## config.mk

```make
export PLATFORM = sky130hd
export DESIGN_NAME = alu_sequencer
export DESIGN_NICKNAME = d
export VERILOG_FILES = /design/src/rtl/alu_sequencer.sv
export SDC_FILE = /design/constraint.sdc
export NUM_CORES = 1
export LEC_CHECK = 0
export BUFFER_PORTS_ARGS = -buffer_cell sky130_fd_sc_hd__buf_4
export CAP_MARGIN = 20
export CORE_ASPECT_RATIO = 1.5
export CORE_MARGIN = 4
export CORE_UTILIZATION = 35
export DETAILED_ROUTE_END_ITERATION = 16
export PLACE_DENSITY = 0.57
export SYNTH_ARGS = -nofsm -noshare
export SYNTH_HDL_FRONTEND = slang
export SYNTH_SLANG_ARGS = --single-unit
```

## constraint.sdc

```tcl
create_clock -name clk -period 1.8 [get_ports clk]
set_clock_uncertainty 0.15 [all_clocks]
set_input_delay 0.27 -clock clk [delete_from_list [all_inputs] [get_ports clk]]
set_output_delay 0.27 -clock clk [all_outputs]
set_load 0.01 [all_outputs]
```

## src/rtl/alu_sequencer.sv

```systemverilog
// rtl/alu_sequencer.sv - three-phase instruction sequencer wrapping an external combinational ALU
//
// Purpose:
//   Holds a 4x8 register file R0..R3. Each accepted instruction goes through
//   IDLE -> ISSUE -> WB. Operands are registered at accept. The external ALU
//   response is captured at the end of ISSUE. The result is committed at the
//   end of WB, when a one-cycle done pulse is also given.
//
// Optional feature (macro ALU_MULHIGH_WB_EN):
//   When defined, MULTIPLY also writes the high product byte into
//   R[(rd+1) mod 4]. When undefined, the high byte is dropped.
//
// Ports:
//   clk           in   1  rising-edge clock
//   reset         in   1  synchronous active-high reset
//   instr_valid   in   1  instruction offered
//   instr_ready   out  1  high only while IDLE
//   instr_op      in   4  ALU function select (1110 MULTIPLY, 1111 COMPARE)
//   instr_rd      in   2  destination register, also operand A index
//   instr_rs      in   2  operand B register index
//   ld_valid      in   1  direct register load strobe
//   ld_addr       in   2  load target register
//   ld_data       in   8  load value
//   alu_A         out  8  operand A to ALU (held until next accept)
//   alu_B         out  8  operand B to ALU (held until next accept)
//   alu_fsl       out  4  function select to ALU (held until next accept)
//   alu_result    in   8  ALU result
//   alu_mul_high  in   8  ALU multiply high byte
//   alu_SREG      in   4  ALU status {OVERFLOW,SIGN,CARRY,ZERO}
//   flags         out  4  latched status register
//   done          out  1  one-cycle completion pulse in WB
//   rf_addr       in   2  observation read address
//   rf_data       out  8  combinational register file read

module alu_sequencer (
  input  logic       clk,
  input  logic       reset,
  input  logic       instr_valid,
  output logic       instr_ready,
  input  logic [3:0] instr_op,
  input  logic [1:0] instr_rd,
  input  logic [1:0] instr_rs,
  input  logic       ld_valid,
  input  logic [1:0] ld_addr,
  input  logic [7:0] ld_data,
  output logic [7:0] alu_A,
  output logic [7:0] alu_B,
  output logic [3:0] alu_fsl,
  input  logic [7:0] alu_result,
  input  logic [7:0] alu_mul_high,
  input  logic [3:0] alu_SREG,
  output logic [3:0] flags,
  output logic       done,
  input  logic [1:0] rf_addr,
  output logic [7:0] rf_data
);

  localparam logic [3:0] OP_MULTIPLY = 4'b1110;
  localparam logic [3:0] OP_COMPARE  = 4'b1111;

  typedef enum logic [1:0] {
    S_IDLE  = 2'd0,
    S_ISSUE = 2'd1,
    S_WB    = 2'd2
  } state_t;

  state_t     state;
  logic [7:0] regs [4];

  // Destination of the instruction in flight
  logic [1:0] rd_q;

  // ALU response captured at the end of ISSUE
  logic [7:0] result_q;
  logic [3:0] sreg_q;

`ifdef ALU_MULHIGH_WB_EN
  logic [7:0] mul_high_q;
`else
  // In this build the multiply high byte is deliberately discarded
  logic unused_mul_high;
  assign unused_mul_high = ^alu_mul_high;
`endif

  assign rf_data = regs[rf_addr];

  always_ff @(posedge clk) begin
    if (reset) begin
      state       <= S_IDLE;
      instr_ready <= 1'b1;
      done        <= 1'b0;
      alu_A       <= 8'h00;
      alu_B       <= 8'h00;
      alu_fsl     <= 4'h0;
      flags       <= 4'h0;
      rd_q        <= 2'd0;
      result_q    <= 8'h00;
      sreg_q      <= 4'h0;
`ifdef ALU_MULHIGH_WB_EN
      mul_high_q  <= 8'h00;
`endif
      for (int i = 0; i < 4; i++) begin
        regs[i] <= 8'h00;
      end
    end else begin
      // The direct load is issued first so that a WB write to the same
      // register later in this block overrides it.
      if (ld_valid) begin
        regs[ld_addr] <= ld_data;
      end

      case (state)
        S_IDLE: begin
          done <= 1'b0;
          if (instr_valid) begin
            // Operands are read before this edge's load takes effect. They
            // then stay frozen, so later loads cannot disturb them.
            alu_A       <= regs[instr_rd];
            alu_B       <= regs[instr_rs];
            alu_fsl     <= instr_op;
            rd_q        <= instr_rd;
            instr_ready <= 1'b0;
            state       <= S_ISSUE;
          end
        end

        S_ISSUE: begin
          result_q <= alu_result;
          sreg_q   <= alu_SREG;
`ifdef ALU_MULHIGH_WB_EN
          mul_high_q <= alu_mul_high;
`endif
          done     <= 1'b1;
          state    <= S_WB;
        end

        S_WB: begin
          // alu_fsl still holds the accepted opcode here
          flags <= sreg_q;
          if (alu_fsl != OP_COMPARE) begin
            regs[rd_q] <= result_q;
          end
`ifdef ALU_MULHIGH_WB_EN
          if (alu_fsl == OP_MULTIPLY) begin
            regs[rd_q + 2'd1] <= mul_high_q;
          end
`endif
          done        <= 1'b0;
          instr_ready <= 1'b1;
          state       <= S_IDLE;
        end

        default: begin
          done        <= 1'b0;
          instr_ready <= 1'b1;
          state       <= S_IDLE;
        end
      endcase
    end
  end

endmodule
```

==> results of run 1 <==
-- layer usage --
metal	global-route usage [%]	wire, um	vias up
met2	25.2	4460	75
met1	15.7	3400	1257
li1	-	-	1406
met5	0	0	-
met3	3.09	351	13
met4	6.78	187	0
-- worst max-delay path, cell delays in order, from the launching register on --
cell	delay (ns)
dfxtp_1	0.31
and4_4	0.20
or4b_4	0.62
mux2_4	0.33
-- timing repair --
action | 4_1_cts | 5_1_grt
buffers inserted | 15 | 8
gates cloned | 0 | 0
pin swaps | 1 | 4
endpoints found under the setup margin | 61 | 55
resized for setup | 9 | 7
-- final cells by class --
cell class | count | area share, %
Clock inverter | 7 | 2.21
Multi-Input combinational cell | 232 | 36.2
Sequential cell | 74 | 34.7
Timing Repair Buffer | 119 | 19.0
Clock buffer | 9 | 4.32
Inverter | 3 | 0.216
Tap cell | 141 | 3.38
-- sequential cells by signal, indices dropped and copies added (netlist names) --
signal and count:
alu_fsl 4, regs 32, flags 4, alu_A 8, result_q 8, sreg_q 4
state 2, instr_ready 1, alu_B 8, done 1, rd_q 2
-- final timing paths --
check	start	endpoint	cells past startpoint
max	alu_fsl[2]	regs[3][4]	3
min	alu_result[1]	result_q[1]	3
max reg2reg	alu_fsl[2]	regs[3][4]	3
min reg2reg	sreg_q[3]	sreg_q[3]	2
-- metrics by stage --
step	setup WS (ns)	hold WS [ns]
4_1_cts	-0.0931	0.0200
6_report	-0.0606	0.0304
2_1_floorplan	-0.146	0.248
3_3_place_gp	-0.0708	0.291
3_5_place_dp	-0.0816	0.296
5_1_grt	-0.0899	0.0284
-- power breakdown --
part / total [W] / switching [W] / internal, W
Sequential: 0.00191 / 0.0000558 / 0.00185
Combinational: 0.000631 / 0.000273 / 0.000358
Clock: 0.00204 / 0.000683 / 0.00135
Total: 0.00457 / 0.00101 / 0.00356
-- cell usage after synthesis, types with 4 or more instances --
library cell	instances
nand2_1	73
dfxtp_1	42
a21oi_1	34
nor2_1	34
edfxtp_1	32
mux4_2	24
mux2_2	20
clkbuf_1	16
nand2b_1	11
mux2i_1	10
mux2_4	6
nand3b_1	5
or3b_2	4
-- kinds of logic (layout without fill, tap and decap cells) --
group,Yosys count,after routing,synth area share (%)
flops,74,74,48.5
buf+inv,27,138,3.23
mux,60,60,25.7
compound gates,36,36,4.98
simple gates,136,136,17.6
==> reports/summary.txt, run 1 <==
Num rows = 45
Top-level I/O count = 78
Final worst path period need = 1.86 ns
Post-synth top flop = dfxtp_1
Synthesized cell area = 3720 um^2
Nets = 483
Initial antenna violation count = 0
Startpoint Class = register
DP HPWL = 6410 um
RSZ-0062 raised after global routing = true
Hold Path Class = in2reg
Drt initial violations = 108
Maximum Capacitance Violations = 0
Final Power = 0.00457 W
Placed cell areas = 4630 um^2
Top area cells in the synthesized netlist = edfxtp_1 26%, dfxtp_1 23%, mux4_2 15%
Drt pass-1 iters = 4
First-pass GRT wire length = 13,600 um
CP max FO = 8
Syn nets = 377
Final GP Congestion = 0.750
Maximum root-to-sink buffer count = 2
Fin util = 50.9%
Number of global-route vias before repair = 2,767
Worst-Skew Late Latency = 0.33 ns
F_max = 537 MHz
Final worst path period share = 103%
Post-Place Cells = 546
Slew headroom = 70.3%
R2R Setup Slk = -0.06 ns
Register area share after synthesis = 48.5%
Die area = 12,400 um^2
Arrival time of the worst setup path = 1.79 ns
Max H-tree Level = 3
Max IR drop VDD = 603 uV
Synth unique cells = 28
Core outline area = 10,200 um^2
PwrDens = 877 nW/um^2
Avg Inst Size Synth = 11.2 um^2
Top-area cell type share of the netlist area = 25.8%
Cts bufs inserted = 9
ANT cells = 0
Final WL = 8400 um
Data required time of the worst path = 1.73 ns
Storage element area = 1810 um^2
WS Path Type = reg2reg
Yosys warns = 0
Port bufs = 69
Worst setup EP type = register
Slew @ Worst Pin = 0.445 ns
Status = finished, violations left
Via count = 2,751
TritonCTS clock tree = done
GRT Overall Usage = 14.1%
Syn Inst Count = 333
Clock sink count = 74
Final setup margin = -0.0606 ns
Largest net degree at the start of global routing = 33
Seq cells post-synth = 74
Die Width = 92.1 um
Drt drc = 0
Antenna-violating nets left = 0
Wire per inst = 14.4 um
Final-report max-slew violation count = 0
Most frequent cells in the layout = 105 x buf_4, 72 x nand2_1, 38 x dfxtp_1, 34 x a21oi_1, 33 x nor2_1
Initial Utilization = 36.3%
Leading cell type in the layout, fill and taps excluded = buf_4
Final setup vio count = 23
Leak pwr = 2.14 nW
Failing checks = negative setup slack
Die Height = 134 um
Clk slew on worst S/H paths = 0.06 ns
Syn-to-layout area delta = 40.3%
EDFF count, synth = 32
GRT Residual Overflow = 0
Finished Layout Cells = 585
Largest area contributor in the netlist = edfxtp_1
CTS root buf = clkbuf_16
FFs w/ async S/R, synth = 0%
Share of cells above drive strength 1 = 45.5%
Footprint of the multi-input gates = 1890 um^2
Cell area after layout = 5210 um^2
Post-route setup TNS = -0.481 ns
Post-DR vias/cell = 4.70
Hold Fails Final Rpt = 0
Fillers = 955
Post-cts hold buffer count = 0
Power figures use the tool's default switching activity.
==> run 2, diff against run 1 <==
--- a/config.mk
+++ b/config.mk
@@ -10,6 +10,7 @@
 export CORE_ASPECT_RATIO = 1.5
 export CORE_MARGIN = 4
 export CORE_UTILIZATION = 35
+export CTS_BUF_LIST = sky130_fd_sc_hd__clkbuf_4
 export DETAILED_ROUTE_END_ITERATION = 16
 export PLACE_DENSITY = 0.57
 export SYNTH_ARGS = -nofsm -noshare
==> reports/summary.txt, run 2 (same netlist as run 1, synthesis figures left out) <==
Hold Path Class = in2reg
Die Height = 134 um
Final worst path period need = 1.93 ns
Worst reg2reg path startpoint = alu_fsl[2]
Failing checks = negative setup slack
F_max = 518 MHz
Final worst path period share = 107%
Most frequent cells in the layout = 105 x buf_4, 72 x nand2_1, 36 x dfxtp_1, 34 x a21oi_1, 33 x nor2_1
Startpoint Class = register
Worst setup EP type = output port
Maximum root-to-sink buffer count = 2
Top-level I/O count = 78
Wire per inst = 14.0 um
Post-DR vias/cell = 4.65
Max H-tree Level = 3
Slew @ Worst Pin = 0.477 ns
WS Path Type = reg2out
Post-route setup TNS = -3.38 ns
Cts bufs inserted = 9
CP peak stage delay = 0.51 ns
Storage element area = 1810 um^2
Clock sink count = 74
Cell area after layout = 5350 um^2
Antenna-violating nets left = 0
Status = finished, violations left
Hold Fails Final Rpt = 0
Footprint of the multi-input gates = 1910 um^2
Final-report max-slew violation count = 0
CP max FO = 2
GRT Overall Usage = 14.5%
Clk slew on worst S/H paths = 0.13 ns
TritonCTS clock tree = done
Number of global-route vias before repair = 2,866
Maximum Capacitance Violations = 0
PwrDens = 725 nW/um^2
Num rows = 45
Arrival time of the worst setup path = 1.51 ns
Port bufs = 69
Biggest register = regs
Final GP Congestion = 0.750
Via count = 2,840
Largest net degree at the start of global routing = 33
Placed cell areas = 4630 um^2
Hold_sp = instr_rd[0]
Cell Chain, Critical Path = mux4_2, buf_6
Initial antenna violation count = 1
Nets = 508
Leading cell type in the layout, fill and taps excluded = buf_4
Max IR drop VDD = 417 uV
First-pass GRT wire length = 14,000 um
Share of cells above drive strength 1 = 45.0%
CTS root buf = clkbuf_4
Die Width = 92.1 um
Fillers = 940
Final setup margin = -0.130 ns
DP HPWL = 6410 um
Final setup vio count = 60
Slew headroom = 68.1%
Final WL = 8560 um
Worst-Skew Late Latency = 0.42 ns
Core outline area = 10,200 um^2
Drt initial violations = 92
Largest register FFs = 32
Initial Utilization = 36.3%
Drt drc = 0
Critical path launch point = regs[2][4]
Syn-to-layout area delta = 43.8%
GRT Residual Overflow = 0
Critical path buffer and inverter count = 1
RSZ-0062 raised after global routing = true
Critical-path top delay cell = mux4_2
Die area = 12,400 um^2
Data required time of the worst path = 1.38 ns
Leak pwr = 2.19 nW
Drt pass-1 iters = 4
Critical path's top delay family = multiplexers
==> run 2: changes by cell type in the layout (fill, tap and decap cells not counted), sizes merged <==
cell         change
clkbuf           +1
diode            +1
dlygate4sd3     +19
buf              +5
==> run 2: per-layer routing <==
layer | GRT usage, % | part of all wire (%)
met5 | 0 | 0
met4 | 6.28 | 2.1
met3 | 4.10 | 3.9
met2 | 26.0 | 54
met1 | 15.9 | 40
==> run 2: cell type report <==
cell class,count,area share [%]
multi-input combinational,232,35.7
sequential,74,33.8
timing repair buffer,144,23.5
tap,141,3.30
clock inverter,7,2.15
clock buffer,9,1.26
inverter,3,0.211
antenna,1,0.0468
==> run 2: worst paths after layout <==
kind                end  slack [ns]  depth (start not counted)
max reg2reg  regs[3][4]       -0.11                          3
min reg2reg   sreg_q[3]        0.31                          2
min             rd_q[0]        0.05                          3
max          rf_data[4]       -0.13                          2
==> run 2: repair_timing <==
action / CTS / global route
pin swaps: 5 / 3
gates resized for setup: 18 / 11
hold buffers: 19 / 0
endpoints found under the setup margin: 60 / 72
setup buffers: 19 / 11
cloned: 1 / 0
hold endpoints to repair: 19 / 0
==> run 2: through the flow <==
step           util [%]  worst slack (ns)  total power, W  cells  hold slack (ns)
6_report           52.2            -0.130         0.00387    611           0.0516
5_1_grt            52.2            -0.210         0.00406    611           0.0355
4_1_cts            51.1            -0.192         0.00390    600           0.0165
3_5_place_dp       45.2           -0.0816         0.00252    546            0.296
3_3_place_gp       45.2           -0.0708         0.00250    546            0.291
2_1_floorplan         -            -0.146         0.00226    333            0.248
==> run 2: power breakdown <==
part	leakage [nW]	switching, W	total, W	internal [W]
combinational	1.42	0.000282	0.000672	0.000390
clock	0.0960	0.000594	0.00130	0.000704
sequential	0.681	0.0000553	0.00190	0.00185
total	2.19	0.000931	0.00387	0.00294
==> run 2: worst reg2reg max path, cell delays in order (launching register included) <==
cell	delay, ns
dfxtp_2	0.34
and4_4	0.19
or4b_4	0.65
mux2_4	0.34
==> run 3, diff against run 2 <==
--- a/config.mk
+++ b/config.mk
@@ -13,6 +13,7 @@
 export CTS_BUF_LIST = sky130_fd_sc_hd__clkbuf_4
 export DETAILED_ROUTE_END_ITERATION = 16
 export PLACE_DENSITY = 0.57
+export SETUP_SLACK_MARGIN = 0.4
 export SYNTH_ARGS = -nofsm -noshare
 export SYNTH_HDL_FRONTEND = slang
 export SYNTH_SLANG_ARGS = --single-unit
==> constraint.sdc (replaced) <==
create_clock -name clk -period 1.8 [get_ports clk]
set_clock_uncertainty 0.15 [all_clocks]
set_input_delay 0.36 -clock clk [delete_from_list [all_inputs] [get_ports clk]]
set_output_delay 0.36 -clock clk [all_outputs]
set_load 0.01 [all_outputs]
==> reports/summary.txt, run 3 (same netlist as run 1, synthesis figures left out) <==
Status = finished, violations left
Failing checks = negative setup slack
Startpoint Class = register
CP max FO = 3
Maximum Capacitance Violations = 0
Hold Path Class = in2reg
Final Power = 0.00396 W
Worst-Skew Late Latency = 0.43 ns
CP peak stage delay = 0.52 ns
First-pass GRT wire length = 14,800 um
Largest net degree at the start of global routing = 39
Initial Utilization = 36.3%
Hold Path Cell Cnt = 3
Antenna-violating nets left = 0
R2R Path End = regs[2][1]
GRT Residual Overflow = 0
Share of cells above drive strength 1 = 60.8%
Worst setup EP type = output port
CTS root buf = clkbuf_4
R2R depth = 6
Die area = 12,400 um^2
Syn-to-layout area delta = 57.7%
Leading cell type in the layout, fill and taps excluded = buf_6
Number of global-route vias before repair = 2,995
Top-level I/O count = 78
Max H-tree Level = 3
Final worst path period need = 2.02 ns
Clock sink count = 74
Critical path's top delay family = multiplexers
Critical-path top delay cell = mux4_2
Drt initial violations = 77
Num rows = 45
Clk slew on worst S/H paths = 0.12 ns
Port bufs = 69
DP HPWL = 6540 um
Final-report max-slew violation count = 0
Fin util = 57.2%
Drt drc = 0
Hold_sp = instr_rd[1]
Fin Hold WS = 0.103 ns
Max IR drop VDD = 356 uV
R2R Setup Slk = -0.13 ns
Die Width = 92.1 um
Data required time of the worst path = 1.29 ns
GRT Overall Usage = 15.4%
Core outline area = 10,200 um^2
Initial antenna violation count = 1
WS Path Type = reg2out
Drt pass-1 iters = 4
Largest register FFs = 32
Final setup margin = -0.224 ns
Final worst path period share = 112%
PwrDens = 675 nW/um^2
Slew headroom = 75.3%
F_max = 494 MHz
Leak pwr = 2.40 nW
Final GP Congestion = 0.791
TritonCTS clock tree = done
Final WL = 10,100 um
Cts bufs inserted = 9
Via count = 3,037
Post-DR vias/cell = 4.88
Final setup vio count = 56
Worst reg2reg path startpoint = alu_fsl[1]
RSZ-0062 raised after global routing = true
Wire per inst = 16.3 um
Nets = 519
Cell Chain, Critical Path = mux4_2, buf_6
Slew @ Worst Pin = 0.366 ns
Hold Fails Final Rpt = 0
Worst Hold End = rd_q[1]
Most frequent cells in the layout = 68 x buf_6, 61 x buf_4, 49 x nand2_1, 33 x nor2_1, 32 x edfxtp_1
Arrival time of the worst setup path = 1.51 ns
Maximum root-to-sink buffer count = 2
Critical path buffer and inverter count = 1
Die Height = 134 um
Biggest register = regs
[run 3: changes by cell type in the layout (fill, tap and decap cells not counted), moves of 9 or more]
cell,change
a21oi_1,-20
a21oi_2,+20
buf_4,-44
buf_6,+54
dfxtp_1,-22
dfxtp_2,+22
nand2_1,-23
nand2_2,+15
nand2_4,+9
[run 3: through the flow]
step	setup WS [ns]	instance area (um^2)	std cells	setup TNS (ns)
2_1_floorplan	-0.146	3870	333	-4.38
3_3_place_gp	-0.194	4610	544	-5.54
3_5_place_dp	-0.210	4610	544	-7.19
4_1_cts	-0.252	5350	596	-3.64
5_1_grt	-0.307	5860	622	-6.25
6_report	-0.224	5860	622	-4.31
[run 3: worst min-delay path, cell delays in order]
cell and delay (ns):
buf_4 0.17, nand2_4 0.08, a21oi_2 0.04
[run 3: cell type report]
class                      instances  area [um^2]
antenna                            1         2.50
clock buffer                      13         97.6
clock inverter                     3         65.1
fill                             878         4390
inverter                           3         11.3
multi-input combinational        235         2150
sequential                        74         1840
tap                              141          176
timing repair buffer             152         1520
[run 3: routing by layer]
| metal | routed length [um] | vias up | GRT usage (%) | part of all wire, % |
|---|---|---|---|---|
| li1 | - | 1483 | - | - |
| met1 | 3850 | 1459 | 16.8 | 38 |
| met2 | 5670 | 78 | 28.1 | 56 |
| met3 | 411 | 17 | 3.76 | 4.1 |
| met4 | 208 | 0 | 6.69 | 2.1 |
| met5 | 0 | - | 0 | 0 |
[run 3: repair_timing]
| item | 4_1_cts | 5_1_grt |
|---|---|---|
| pin swaps | 8 | 25 |
| endpoints found under the hold margin | 16 | 0 |
| gates cloned | 4 | 5 |
| hold buffers | 16 | 0 |
| gates resized for setup | 84 | 92 |
| setup endpoints to repair | 121 | 125 |
| buffers inserted | 16 | 20 |
[run 3: how the worst max path moves through the flow]
stage / slack [ns] / end / start / cells after the start
after floorplan: -0.15 / regs[3][0] / state[0] / 5
after global placement: -0.19 / regs[3][2] / reset / 4
after detailed placement: -0.21 / regs[3][4] / reset / 4
after CTS: -0.25 / rf_data[5] / regs[3][5] / 2
after global routing: -0.31 / rf_data[5] / regs[3][5] / 2
final: -0.22 / rf_data[5] / regs[3][5] / 2
[run 3: where the power goes]
group | leakage (nW) | internal (W) | switching [W]
Clock | 0.0920 | 0.000626 | 0.000574
Sequential | 0.690 | 0.00185 | 0.0000665
Combinational | 1.62 | 0.000484 | 0.000357
Total | 2.40 | 0.00296 | 0.000997
